<file path="config.mk">
export PLATFORM = sky130hd
export DESIGN_NAME = fp_round_pack
export DESIGN_NICKNAME = d
export VERILOG_FILES = /design/src/rtl/fp_round_pack.sv
export SDC_FILE = /design/constraint.sdc
export NUM_CORES = 1
export LEC_CHECK = 0
export BUFFER_PORTS_ARGS = -buffer_cell sky130_fd_sc_hd__buf_4
export CAP_MARGIN = 20
export CORE_MARGIN = 4
export CORE_UTILIZATION = 30
export DETAILED_ROUTE_END_ITERATION = 16
export SLEW_MARGIN = 0
export SYNTH_ARGS = -nofsm -noshare
export SYNTH_HDL_FRONTEND = slang
export SYNTH_SLANG_ARGS = --single-unit
</file>
<file path="constraint.sdc">
create_clock -name clk -period 23.8 [get_ports clk]
set_clock_uncertainty 0.1 [all_clocks]
set_input_delay 4.76 -clock clk [delete_from_list [all_inputs] [get_ports clk]]
set_output_delay 4.76 -clock clk [all_outputs]
set_load 0.03 [all_outputs]
</file>
<file path="src/rtl/fp_round_pack.sv">
// fp_round_pack: normalizes, rounds and packs the unpacked FP result stream
// from the multiplier/divider into binary32 or binary16, with final flags.
// Two-stage valid/ready pipeline:
//   stage 1 decides specials and normalizes (leading-zero count + shift),
//   stage 2 rounds, detects overflow/underflow and packs into the output regs.
`timescale 1ns/1ps

module fp_round_pack (
    input  logic        clk,
    input  logic        rst_n,
    input  logic        in_valid,
    output logic        in_ready,
    input  logic        in_sign,
    input  logic [7:0]  in_exp,
    input  logic [26:0] in_mant,
    input  logic [4:0]  in_flags,
    input  logic        in_mode_fp,
    input  logic        round_mode,
    output logic        out_valid,
    input  logic        out_ready,
    output logic [31:0] result,
    output logic [4:0]  flags,
    output logic        mode_fp_out
);

    // Exception flag bit positions (NV, DZ, OF, UF, NX from msb to lsb)
    localparam int F_NV = 4;
    localparam int F_DZ = 3;
    localparam int F_OF = 2;
    localparam int F_UF = 1;
    localparam int F_NX = 0;

    localparam logic [30:0] INF32_MAG  = 31'h7F800000;
    localparam logic [14:0] INF16_MAG  = 15'h7C00;

    // Leading-zero count of a 27-bit mantissa (27 when all zero)
    function automatic logic [4:0] lzc27(input logic [26:0] v);
        logic [4:0] n;
        logic       found;
        n     = 5'd0;
        found = 1'b0;
        for (int i = 26; i >= 0; i--) begin
            if (!found) begin
                if (v[i]) found = 1'b1;
                else      n = n + 5'd1;
            end
        end
        return n;
    endfunction

    // Round-up decision: nearest-even unless truncating toward zero
    function automatic logic round_up(input logic lsb, input logic g,
                                      input logic r, input logic s,
                                      input logic rtz);
        return rtz ? 1'b0 : (g & (r | s | lsb));
    endfunction

    // Overflowed binary32 magnitude: Inf when rounding to nearest, max finite when truncating
    function automatic logic [30:0] sat32(input logic rtz);
        return rtz ? 31'h7F7FFFFF : INF32_MAG;
    endfunction

    // Overflowed binary16 magnitude: Inf when rounding to nearest, max finite when truncating
    function automatic logic [14:0] sat16(input logic rtz);
        return rtz ? 15'h7BFF : INF16_MAG;
    endfunction

    // ------------------------------------------------------------------
    // Pipeline control
    // ------------------------------------------------------------------
    logic vld_p1_q;
    logic vld_p2_q;
    logic s1_adv;
    logic s2_adv;

    assign s2_adv   = !vld_p2_q | out_ready;
    assign s1_adv   = !vld_p1_q | s2_adv;
    assign in_ready = s1_adv;

    // ------------------------------------------------------------------
    // Stage 1: special decode and normalization
    // ------------------------------------------------------------------
    logic        is_nan_p0;
    logic        is_inf_p0;
    logic        is_zero_p0;
    logic [7:0]  exp_eff_p0;
    logic [4:0]  lzc_p0;
    logic [7:0]  max_sh_p0;
    logic [7:0]  sh_p0;
    logic [26:0] mant_n_p0;
    logic [7:0]  exp_n_p0;

    assign is_nan_p0  = (in_exp == 8'hFF) && (in_mant[25:3] != 23'd0);
    assign is_inf_p0  = (in_exp == 8'hFF) && (in_mant[25:3] == 23'd0);
    assign is_zero_p0 = (in_exp != 8'hFF) && (in_mant == 27'd0);

    // Exponent field 0 behaves as exponent 1 (subnormal scale)
    assign exp_eff_p0 = (in_exp == 8'd0) ? 8'd1 : in_exp;
    assign lzc_p0     = lzc27(in_mant);
    // Shift stops once the exponent reaches 1; anything left unnormalized is subnormal
    assign max_sh_p0  = exp_eff_p0 - 8'd1;
    assign sh_p0      = ({3'b000, lzc_p0} > max_sh_p0) ? max_sh_p0 : {3'b000, lzc_p0};
    assign mant_n_p0  = in_mant << sh_p0;
    assign exp_n_p0   = exp_eff_p0 - sh_p0;

    logic        sign_p1_d,    sign_p1_q;
    logic [7:0]  exp_p1_d,     exp_p1_q;
    logic [25:0] mant_p1_d,    mant_p1_q;
    logic        tiny_p1_d,    tiny_p1_q;
    logic        special_p1_d, special_p1_q;
    logic [31:0] spec_p1_d,    spec_p1_q;
    logic [4:0]  flags_p1_d,   flags_p1_q;
    logic        mode_p1_d,    mode_p1_q;
    logic        rm_p1_d,      rm_p1_q;

    // Stage-1 next state: special encodings and the normalized operand
    always_comb begin
        sign_p1_d    = in_sign;
        exp_p1_d     = exp_n_p0;
        mant_p1_d    = mant_n_p0[25:0];
        tiny_p1_d    = ~mant_n_p0[26];
        special_p1_d = is_nan_p0 | is_inf_p0 | is_zero_p0;
        flags_p1_d   = in_flags;
        mode_p1_d    = in_mode_fp;
        rm_p1_d      = round_mode;
        spec_p1_d    = 32'd0;
        if (is_nan_p0) begin
            spec_p1_d = in_mode_fp ? 32'h7FC00000 : 32'h00007E00;
        end else if (is_inf_p0) begin
            spec_p1_d = in_mode_fp ? {in_sign, 8'hFF, 23'd0}
                                   : {16'd0, in_sign, 5'h1F, 10'd0};
        end else if (is_zero_p0) begin
            spec_p1_d = in_mode_fp ? {in_sign, 31'd0} : {16'd0, in_sign, 15'd0};
        end
    end

    // Stage-1 valid: advances whenever the stage can hand off or is empty
    always_ff @(posedge clk) begin
        if (!rst_n) begin
            vld_p1_q <= 1'b0;
        end else if (s1_adv) begin
            vld_p1_q <= in_valid;
        end
    end

    // Stage-1 data: loads only on an accepted beat
    always_ff @(posedge clk) begin
        if (s1_adv && in_valid) begin
            sign_p1_q    <= sign_p1_d;
            exp_p1_q     <= exp_p1_d;
            mant_p1_q    <= mant_p1_d;
            tiny_p1_q    <= tiny_p1_d;
            special_p1_q <= special_p1_d;
            spec_p1_q    <= spec_p1_d;
            flags_p1_q   <= flags_p1_d;
            mode_p1_q    <= mode_p1_d;
            rm_p1_q      <= rm_p1_d;
        end
    end

    // ------------------------------------------------------------------
    // Stage 2: rounding, overflow/underflow and packing
    // ------------------------------------------------------------------
    logic [7:0]  ef32_p1;
    logic [30:0] base32_p1;
    logic [30:0] mag32_p1;
    logic [30:0] mag_ne32_p1;
    logic        ovf32_p1;
    logic        nx32_p1;

    assign ef32_p1     = tiny_p1_q ? 8'd0 : exp_p1_q;
    assign base32_p1   = {ef32_p1, mant_p1_q[25:3]};
    assign mag32_p1    = base32_p1 + {30'd0, round_up(mant_p1_q[3], mant_p1_q[2],
                                                      mant_p1_q[1], mant_p1_q[0], rm_p1_q)};
    // Overflow is judged on the nearest-rounded value so truncation still reports it
    assign mag_ne32_p1 = base32_p1 + {30'd0, round_up(mant_p1_q[3], mant_p1_q[2],
                                                      mant_p1_q[1], mant_p1_q[0], 1'b0)};
    assign ovf32_p1    = (mag_ne32_p1 >= INF32_MAG);
    assign nx32_p1     = mant_p1_q[2] | mant_p1_q[1] | mant_p1_q[0];

    logic signed [9:0] e16_p1;
    logic        g16_p1;
    logic        r16_p1;
    logic        s16_p1;
    logic [14:0] base16_p1;
    logic [14:0] mag16_p1;
    logic [14:0] mag_ne16_p1;
    logic        flush16_p1;
    logic        ovf16_p1;
    logic        nx16_p1;

    assign e16_p1      = $signed({2'b00, exp_p1_q}) - 10'sd112;
    assign g16_p1      = mant_p1_q[15];
    assign r16_p1      = mant_p1_q[14];
    assign s16_p1      = |mant_p1_q[13:0];
    assign base16_p1   = {e16_p1[4:0], mant_p1_q[25:16]};
    assign mag16_p1    = base16_p1 + {14'd0, round_up(mant_p1_q[16], g16_p1,
                                                      r16_p1, s16_p1, rm_p1_q)};
    assign mag_ne16_p1 = base16_p1 + {14'd0, round_up(mant_p1_q[16], g16_p1,
                                                      r16_p1, s16_p1, 1'b0)};
    // binary16 has no subnormal outputs here: anything below its normal range flushes
    assign flush16_p1  = (e16_p1 <= 10'sd0);
    assign ovf16_p1    = (e16_p1 >= 10'sd31) || (mag_ne16_p1 >= INF16_MAG);
    assign nx16_p1     = g16_p1 | r16_p1 | s16_p1;

    logic [31:0] result_d, result_q;
    logic [4:0]  flags_d,  flags_q;
    logic        mode_d,   mode_q;
    logic [4:0]  gen_p1;

    // Stage-2 next state: pick special, overflow, flush or rounded encoding
    always_comb begin
        gen_p1   = 5'd0;
        result_d = 32'd0;
        if (special_p1_q) begin
            result_d = spec_p1_q;
        end else if (mode_p1_q) begin
            if (ovf32_p1) begin
                result_d     = {sign_p1_q, sat32(rm_p1_q)};
                gen_p1[F_OF] = 1'b1;
                gen_p1[F_NX] = 1'b1;
            end else begin
                result_d     = {sign_p1_q, mag32_p1};
                gen_p1[F_NX] = nx32_p1;
                gen_p1[F_UF] = tiny_p1_q & nx32_p1;
            end
        end else begin
            if (flush16_p1) begin
                result_d     = {16'd0, sign_p1_q, 15'd0};
                gen_p1[F_UF] = 1'b1;
                gen_p1[F_NX] = 1'b1;
            end else if (ovf16_p1) begin
                result_d     = {16'd0, sign_p1_q, sat16(rm_p1_q)};
                gen_p1[F_OF] = 1'b1;
                gen_p1[F_NX] = 1'b1;
            end else begin
                result_d     = {16'd0, sign_p1_q, mag16_p1};
                gen_p1[F_NX] = nx16_p1;
            end
        end
        flags_d = flags_p1_q | gen_p1;
        mode_d  = mode_p1_q;
    end

    // Output stage: holds while stalled, cleared entirely by reset
    always_ff @(posedge clk) begin
        if (!rst_n) begin
            vld_p2_q <= 1'b0;
            result_q <= 32'd0;
            flags_q  <= 5'd0;
            mode_q   <= 1'b0;
        end else begin
            if (s2_adv) begin
                vld_p2_q <= vld_p1_q;
            end
            if (s2_adv && vld_p1_q) begin
                result_q <= result_d;
                flags_q  <= flags_d;
                mode_q   <= mode_d;
            end
        end
    end

    assign out_valid   = vld_p2_q;
    assign result      = result_q;
    assign flags       = flags_q;
    assign mode_fp_out = mode_q;

endmodule

</file>
; ---- After elaboration in Yosys (flattened, before gate mapping)
; Cells that the tools add are included.
[word_totals]
register_bits = 116
input_bits = 47
[classes]
add_sub_neg = 33
reduce_logical = 13
n_eq_ne = 2
order_cmp = 5
n_mux = 132
shift = 1
bitwise = 17
[op_table]
columns = operator, count
row1 = 5-bit 2-to-1 mux, 52
row2 = 32-bit 2-to-1 mux, 7
row3 = "5-bit by 1-bit adder with 5-bit output, second input constant", 26
row4 = 31-bit by 1-bit adder with 31-bit output, 2
row5 = 1-bit 2-to-1 mux, 62
row6 = 31-bit 2-to-1 mux, 2
row7 = "31-bit greater-or-equal comparator, second input constant", 1
row8 = 15-bit by 1-bit adder with 15-bit output, 2
row9 = 15-bit 2-to-1 mux, 2
row10 = 27-bit zero test, 1
row11 = 27-bit by 8-bit left shift with 27-bit output, 1
row12 = 24-bit 2-to-1 mux, 1
row13 = 8-bit 2-to-1 mux, 3
row14 = 23-bit zero test, 1
row15 = 23-bit nonzero test, 1
row16 = "15-bit greater-or-equal comparator, second input constant", 1
row17 = 14-bit OR reduction, 1
row18 = 1-bit OR, 12
row19 = 11-bit 2-to-1 mux, 1
row20 = "9-bit by 6-bit greater-or-equal comparator with 1-bit output, second input constant", 1
row21 = "9-bit by 1-bit less-or-equal comparator with 1-bit output, second input constant", 1
row22 = "8-bit by 7-bit subtractor with 9-bit output, second input constant", 1
row23 = "8-bit equality test, second input constant", 1
row24 = 5-bit by 8-bit greater-than comparator with 1-bit output, 1
row25 = 11 further kinds, 19

; ---- Logic depth before layout (Yosys ltp)
; Gate-level depths: netlist of the first run.
[depth]
ltp_word = 83
mapped_depth = 81
ltp_nobuf = 78

; ---- Least setup slack after synthesis of the first run
; No wires, ideal clock.
[synth_path]
kind = input -> register
from = input port in_mant[26]
to = register exp_p1_q[7], data pin
path_slack_ns = 4.945
arrival_ns = 18.495
required_time_ns = 23.439
stages = 75
path_cell_list = clkbuf_1 > or2_2 > inv_1 > ha_1 > nand2b_1 > a21oi_1 > ha_1 > mux2i_1 > a221oi_1 > nor2_1 > nor2_1 > ha_1 > inv_1 > a21oi_1 > ha_1 > o21ai_0 > o2111ai_1 > a21oi_1 > [39 not listed] > inv_1 > ha_1 > and3_1 > a31oi_1 > nand3_1 > a21oi_2 > mux2i_1 > clkbuf_1 > clkbuf_1 > ha_1 > nor2b_1 > o21ai_0 > nand2b_1 > a21o_1 > a21o_1 > o21ai_0 > nor2b_1 > xor2_1
[synth_between]
elab_chain_cells = 82
[synth_lines]
columns = item, line
row1 = from (decl), 15  ; input logic [26:0] in_mant,
row2 = 1-bit 2-to-1 mux, 44  ; if (v[i]) found = 1'b1;
row3 = 5-bit by 1-bit adder with 5-bit output, 45  ; else n = n + 5'd1;
row4 = 5-bit 2-to-1 mux, 44
row5 = 5-bit 2-to-1 mux, 43  ; if (!found) begin
row6 = 5-bit by 1-bit adder with 5-bit output, 45
row7 = 5-bit 2-to-1 mux, 44
row8 = 5-bit 2-to-1 mux, 43
row9 = 5-bit by 1-bit adder with 5-bit output, 45
row10 = [67 not listed], n/a
row11 = 5-bit 2-to-1 mux, 43
row12 = 5-bit by 1-bit adder with 5-bit output, 45
row13 = 5-bit 2-to-1 mux, 44
row14 = 5-bit 2-to-1 mux *, 43
row15 = 5-bit by 8-bit greater-than comparator with 1-bit output, 102  ; assign sh_p0 = ({3'b000, lzc_p0} > max_sh_p0) ? max_sh_p0 : {3'b000, lzc_p0};
row16 = 8-bit 2-to-1 mux *, 102
row17 = 8-bit subtractor *, 104  ; assign exp_n_p0 = exp_eff_p0 - sh_p0;
row18 = named net exp_n_p0[7], 91  ; logic [7:0] exp_n_p0;
row19 = to (signal assigned), 150  ; exp_p1_q <= exp_p1_d;
row20 = to (decl), 107  ; logic [7:0] exp_p1_d, exp_p1_q;
; Mark *: on every way through the listed nets, which the timed path passes. The rest lies on a longest branch.
; A chain may end at the register's enable or synchronous reset.

; ---- Worst setup path in the final report of the first run
[layout_path]
from = input port in_mant[25]
to = register exp_p1_q[7], data pin
[layout_between]
elab_chain_cells = 80
[layout_lines]
columns = item, line
row1 = 5-bit 2-to-1 mux, 44
row2 = 5-bit 2-to-1 mux, 43
row3 = 5-bit by 1-bit adder with 5-bit output, 45
row4 = 5-bit 2-to-1 mux, 44
row5 = 5-bit 2-to-1 mux, 43
row6 = 5-bit by 1-bit adder with 5-bit output, 45
row7 = 5-bit 2-to-1 mux, 44
row8 = 5-bit 2-to-1 mux, 43
row9 = [65 not listed], n/a
row10 = 5-bit 2-to-1 mux, 43
row11 = 5-bit by 1-bit adder with 5-bit output, 45
row12 = 5-bit 2-to-1 mux, 44
row13 = 5-bit 2-to-1 mux *, 43
row14 = 5-bit by 8-bit greater-than comparator with 1-bit output, 102
row15 = 8-bit 2-to-1 mux *, 102
row16 = 8-bit subtractor *, 104
row17 = named net exp_n_p0[7], 91
; Marks and branches as above.

==> impl_metrics.env, run 1 <==
export IMPL_grt_use_total_pct=14.8
export IMPL_ys_ff_latch=90
export IMPL_insertion_delay_ns=0.34
export IMPL_cap_violations=0
export IMPL_nFillCells=3244
export IMPL_fmax_ghz=0.0494
export IMPL_power_uw=473
export IMPL_maxSlewHeadroom_pct=33.9
export IMPL_initial_core_util_pct=30.4
export IMPL_status="complete, no violations"
export IMPL_powerDensity_nw_per_um2=44.9
export IMPL_grt_pass1_wl_mm=41.6
export IMPL_num_antenna_cells=0
export IMPL_clk_path_buf_depth=2
export IMPL_drt_pre_antenna_iters=7
export IMPL_critPathKind="in -> reg"
export IMPL_ant_nets=0
export IMPL_post_cts_buffers=0
export IMPL_ioPinCount=87
export IMPL_viasPerCell=5.36
export IMPL_numPortBuffers=86
export IMPL_r2r_slack_ns=19.59
export IMPL_path_clk_slew_ns=0.06
export IMPL_die_area_um2=33800
export IMPL_met3_length_mm=1.22
export IMPL_cts_num_sinks=90
export IMPL_synth_edf_count=50
export IMPL_top_layer="met4"
export IMPL_cp_max_fo=34
export IMPL_multi_input_area_um2=6580
export IMPL_ys_seq_area_share_pct=24.8
export IMPL_numCtsBuffers=9
export IMPL_ir_drop_uv=24.6
export IMPL_worst_path_buf_inv=6
export IMPL_cts_tree="yes"
export IMPL_htree_levels=3
export IMPL_wirelength_mm=26.1
export IMPL_netlist_top_cells_area="edfxtp_1, dfxtp_1, mux2i_1"
export IMPL_cp_arrival_ns=20.25
export IMPL_cp_required_ns=23.79
export IMPL_antenna_found_initial=0
export IMPL_ys_warnings_count=0
export IMPL_first_global_vias=7913
export IMPL_dpl_worst_slack_ns=3.38
export IMPL_wl_met2_mm=11.9
export IMPL_slowest_stage="a221oi_1"
export IMPL_hp_class="reg -> reg"
export IMPL_synth_area_um2=9280
export IMPL_cp_top_family="adder cells"
export IMPL_vias=8539
export IMPL_area_delta_synth_final_pct=13.5
export IMPL_rows=64
export IMPL_cpPeakStageDelay_ns=0.79
export IMPL_die_height_um=184
export IMPL_cp_end_kind="flop"
export IMPL_seq_area_um2=2300
export IMPL_ys_flop_type="edfxtp_1"
export IMPL_core_um2=30600
export IMPL_ctsHoldBuffers=0
export IMPL_overflow=0
export IMPL_post_cts_resized=0
export IMPL_period_needed_ns=20.26
export IMPL_synth_async_reset_ratio_pct=0
export IMPL_layout_commonest_cell="nor2_1"
export IMPL_drt_iter0_markers=651
export IMPL_cp_common_cell="ha_1"
export IMPL_post_drt_wl_per_cell_um=16.4
export IMPL_setup_slack_ns=3.54
export IMPL_grt_max_degree=51
export IMPL_fin_nets=1284
export IMPL_dpl_hpwl_mm=20.5
export IMPL_layout_common_cells="nor2_1, nand2_1, buf_4"
export IMPL_synth_top_area_share_pct=16.2
export IMPL_p_leak_uw=0.00405
export IMPL_met1_length_mm=12.5
export IMPL_post_route_period_util_pct=85.1
export IMPL_finalSetupViolations=0
export IMPL_worst_slew_pin_transition_ns=0.971
export IMPL_synth_nets=1245
export IMPL_die_x_um=184
export IMPL_synth_avg_cell_area_um2=8.04
export IMPL_drive_above_1_share_pct=14.0
export IMPL_synth_distinct_cells=89
export IMPL_setup_tns_ns=0
export IMPL_drv_slew=0
export IMPL_cts_root_buf="clkbuf_16"
export IMPL_syn_inst=1154
export IMPL_hold_violations=0
export IMPL_synth_largest_area_cell="edfxtp_1"
export IMPL_rsz0062_at_grt="false"
export IMPL_gp_congestion=0.891
export IMPL_drc=0
export IMPL_critPathLaunchType="primary input"
## tightest hold or removal path: cells and delay by family (launching register included)
| family | cells | cell delay (ns) |
|---|---|---|
| AND/OR/NAND/NOR | 1 | 0.05 |
| AO/OA/AOI/OAI | 1 | 0.07 |
| flip-flops | 1 | 0.31 |
## state kept, by name, indices dropped and copies added, names as in the netlist
signal        flops
sign_p1_q         1
spec_p1_q         6
flags             5
vld_p1_q          1
out_valid         1
mode_d            1
mant_p1_q        26
special_p1_q      1
mode_fp_out       1
tiny_p1_q         1
result           32
flags_p1_q        5
exp_p1_q          8
rm_p1_q           1
## Yosys cell counts (40+ instances only)
master and number:
nor2_1 127, nand2_1 98, a21oi_1 87, mux2i_1 72
o21ai_0 67, clkbuf_1 56, xnor2_1 51, edfxtp_1 50
ha_1 43, dfxtp_1 40, nand3_1 40
## cell families after synthesis
family                     Yosys count  share of synthesized area, %
adders and majority gates           48                          6.44
muxes                               98                          11.1
other                                1                        0.0404
buffers and inverters              105                          4.54
xor gates and xnor gates           101                          11.1
and+or+nand+nor                    443                          23.9
AOI/OAI and AO/OA                  268                          18.0
DFF                                 90                          24.8
## per-stage QoR
| stage | utilization [%] | instances | hold slack, ns | cell area, um^2 |
|---|---|---|---|---|
| final | 34.5 | 1594 | 0.367 | 10500 |
| after detailed placement | 33.4 | 1578 | 0.363 | 10200 |
| after global routing | 34.5 | 1594 | 0.391 | 10500 |
| after global placement | 33.4 | 1578 | 0.353 | 10200 |
| after CTS | 34.5 | 1594 | 0.371 | 10500 |
| after floorplan | - | 1154 | 0.382 | 9280 |
## metal layers
metal / vias up / GRT usage [%]
met4: 0 / 3.76
met1: 4006 / 21.0
met2: 278 / 24.0
li1: 4226 / -
met5: - / 0
met3: 29 / 1.44
## worst paths after layout
path                               startpoint                      to  depth (start not counted)
hold / removal          flags[3]$_SDFFE_PN0P_   flags[3]$_SDFFE_PN0P_                          2
hold reg to reg         flags[3]$_SDFFE_PN0P_   flags[3]$_SDFFE_PN0P_                          2
setup reg to reg  mant_p1_q[21]$_SDFFCE_PP0P_  result[5]$_SDFFE_PN0P_                         13
setup / recovery                  in_mant[25]   exp_p1_q[7]$_DFFE_PP_                         73
## area by class of cell
type,count,area share (%)
inverters,40,1.42
clock inverters,6,0.772
multi-input cells,959,62.5
flip-flops and latches,90,21.8
repair buffers,93,6.62
well taps,396,4.70
clock buffers,10,2.17
## power breakdown
part / leakage (uW) / internal, uW / switching (uW) / total (uW)
Clock: 0.000146 / 91.1 / 56.6 / 148
Sequential: 0.000819 / 178 / 14.1 / 193
Combinational: 0.00308 / 54.8 / 78.4 / 133
Power figures use the tool's default switching activity.
==> inputs of run 2 (changes only) <==
Settings changed: CTS_BUF_LIST set to sky130_fd_sc_hd__clkbuf_8.
==> impl_metrics.env, run 2 (synthesis results as in run 1) <==
export IMPL_powerDensity_nw_per_um2=41.8
export IMPL_antenna_found_initial=0
export IMPL_period_needed_ns=20.27
export IMPL_first_global_vias=7926
export IMPL_core_um2=30600
export IMPL_fmax_ghz=0.0493
export IMPL_num_antenna_cells=0
export IMPL_slowest_stage="a221oi_1"
export IMPL_worst_slew_pin_transition_ns=0.967
export IMPL_maxSlewHeadroom_pct=34.2
export IMPL_status="complete, no violations"
export IMPL_post_cts_buffers=0
export IMPL_ctsHoldBuffers=0
export IMPL_numPortBuffers=86
export IMPL_numCtsBuffers=9
export IMPL_viasPerCell=5.36
export IMPL_cts_num_sinks=90
export IMPL_area_delta_synth_final_pct=12.4
export IMPL_cp_arrival_ns=20.30
export IMPL_largest_reg_flops=32
export IMPL_vias=8548
export IMPL_grt_use_total_pct=14.7
export IMPL_insertion_delay_ns=0.37
export IMPL_fin_nets=1284
export IMPL_rsz0062_at_grt="false"
export IMPL_seqPwrFrac_pct=44.1
export IMPL_wirelength_mm=26.1
export IMPL_path_clk_slew_ns=0.08
export IMPL_die_height_um=184
export IMPL_hold_violations=0
export IMPL_critPathKind="in -> reg"
export IMPL_power_uw=436
export IMPL_cts_tree="yes"
export IMPL_clkPwrFrac_pct=25.3
export IMPL_nFillCells=3258
export IMPL_htree_levels=3
export IMPL_drive_above_1_share_pct=14.0
export IMPL_p_switching_uw=145
export IMPL_finalSetupViolations=0
export IMPL_overflow=0
export IMPL_drv_slew=0
export IMPL_layout_common_cells="nor2_1, nand2_1, buf_4"
export IMPL_setup_tns_ns=0
export IMPL_cpPeakStageDelay_ns=0.79
export IMPL_gp_congestion=0.891
export IMPL_drc=0
export IMPL_post_cts_resized=0
export IMPL_layout_commonest_cell="nor2_1"
export IMPL_p_leak_uw=0.00400
export IMPL_p_comb_share_pct=30.6
export IMPL_cp_common_cell="ha_1"
export IMPL_clk_path_buf_depth=2
export IMPL_post_route_period_util_pct=85.2
export IMPL_die_x_um=184
export IMPL_swShare_pct=33.3
export IMPL_drt_iter0_markers=650
export IMPL_grt_max_degree=51
export IMPL_cts_root_buf="clkbuf_8"
export IMPL_cp_end_kind="flop"
export IMPL_r2r_start="mant_p1_q[21]$_SDFFCE_PP0P_"
export IMPL_crit_path_start="in_mant[25]"
export IMPL_ant_nets=0
export IMPL_rows=64
export IMPL_ir_drop_uv=23.0
export IMPL_initial_core_util_pct=30.4
export IMPL_drt_pre_antenna_iters=5
export IMPL_grt_pass1_wl_mm=41.5
export IMPL_cp_required_ns=23.83
export IMPL_cp_max_fo=34
export IMPL_hp_class="reg -> reg"
export IMPL_post_drt_wl_per_cell_um=16.4
export IMPL_p_int_uw=291
export IMPL_die_area_um2=33800
export IMPL_dpl_hpwl_mm=20.5
export IMPL_hp_start="flags[3]$_SDFFE_PN0P_"
export IMPL_cap_violations=0
export IMPL_critPathLaunchType="primary input"
export IMPL_ioPinCount=87
run 2: worst paths after layout:
path                             to  slack (ns)  cells past startpoint
max           exp_p1_q[7]$_DFFE_PP_        3.53                     73
min           flags[3]$_SDFFE_PN0P_        0.37                      2
max reg2reg  result[2]$_SDFFE_PN0P_       19.64                     13
min reg2reg   flags[3]$_SDFFE_PN0P_        0.37                      2
run 2: worst max-delay path: cells and delay by family:
family                   cells  cell delay [ns]
multiplexers                 5             1.43
XOR/XNOR                     2             0.49
adder cells (fa/ha/maj)     16             5.07
AND/OR/NAND/NOR             18             2.63
AO/OA/AOI/OAI               26             5.09
buffers and inverters        6             0.81
run 2: layout make-up:
type	instances	area (um^2)	area share, %
Tap cell	396	495	4.75
Sequential cell	90	2300	22.1
Inverter	40	150	1.44
Multi-Input combinational cell	959	6580	63.1
Timing Repair Buffer	93	698	6.69
Clock buffer	9	124	1.19
Clock inverter	7	85.1	0.815
run 2: layer usage:
layer | share of wire [%] | GRT usage, % | up-vias
li1 | - | - | 4229
met1 | 48 | 21.1 | 4028
met2 | 45 | 24.2 | 261
met3 | 4.7 | 1.44 | 30
met4 | 1.6 | 3.28 | 0
met5 | 0 | 0 | -
run 2: power groups by stage:
stage	registers [uW]	clock network [uW]	logic [uW]
2_1_floorplan	196	0	89.1
3_3_place_gp	195	0	131
3_5_place_dp	196	0	132
4_1_cts	192	114	133
5_1_grt	194	121	147
6_report	192	110	133
run 2: through the flow:
step / utilization [%] / hold WS (ns) / setup slack [ns] / cell area, um^2 / instances
2_1_floorplan: - / 0.382 / 4.94 / 9280 / 1154
3_3_place_gp: 33.4 / 0.353 / 3.95 / 10200 / 1578
3_5_place_dp: 33.4 / 0.363 / 3.38 / 10200 / 1578
4_1_cts: 34.1 / 0.374 / 3.74 / 10400 / 1594
5_1_grt: 34.1 / 0.395 / 2.27 / 10400 / 1594
6_report: 34.1 / 0.370 / 3.53 / 10400 / 1594
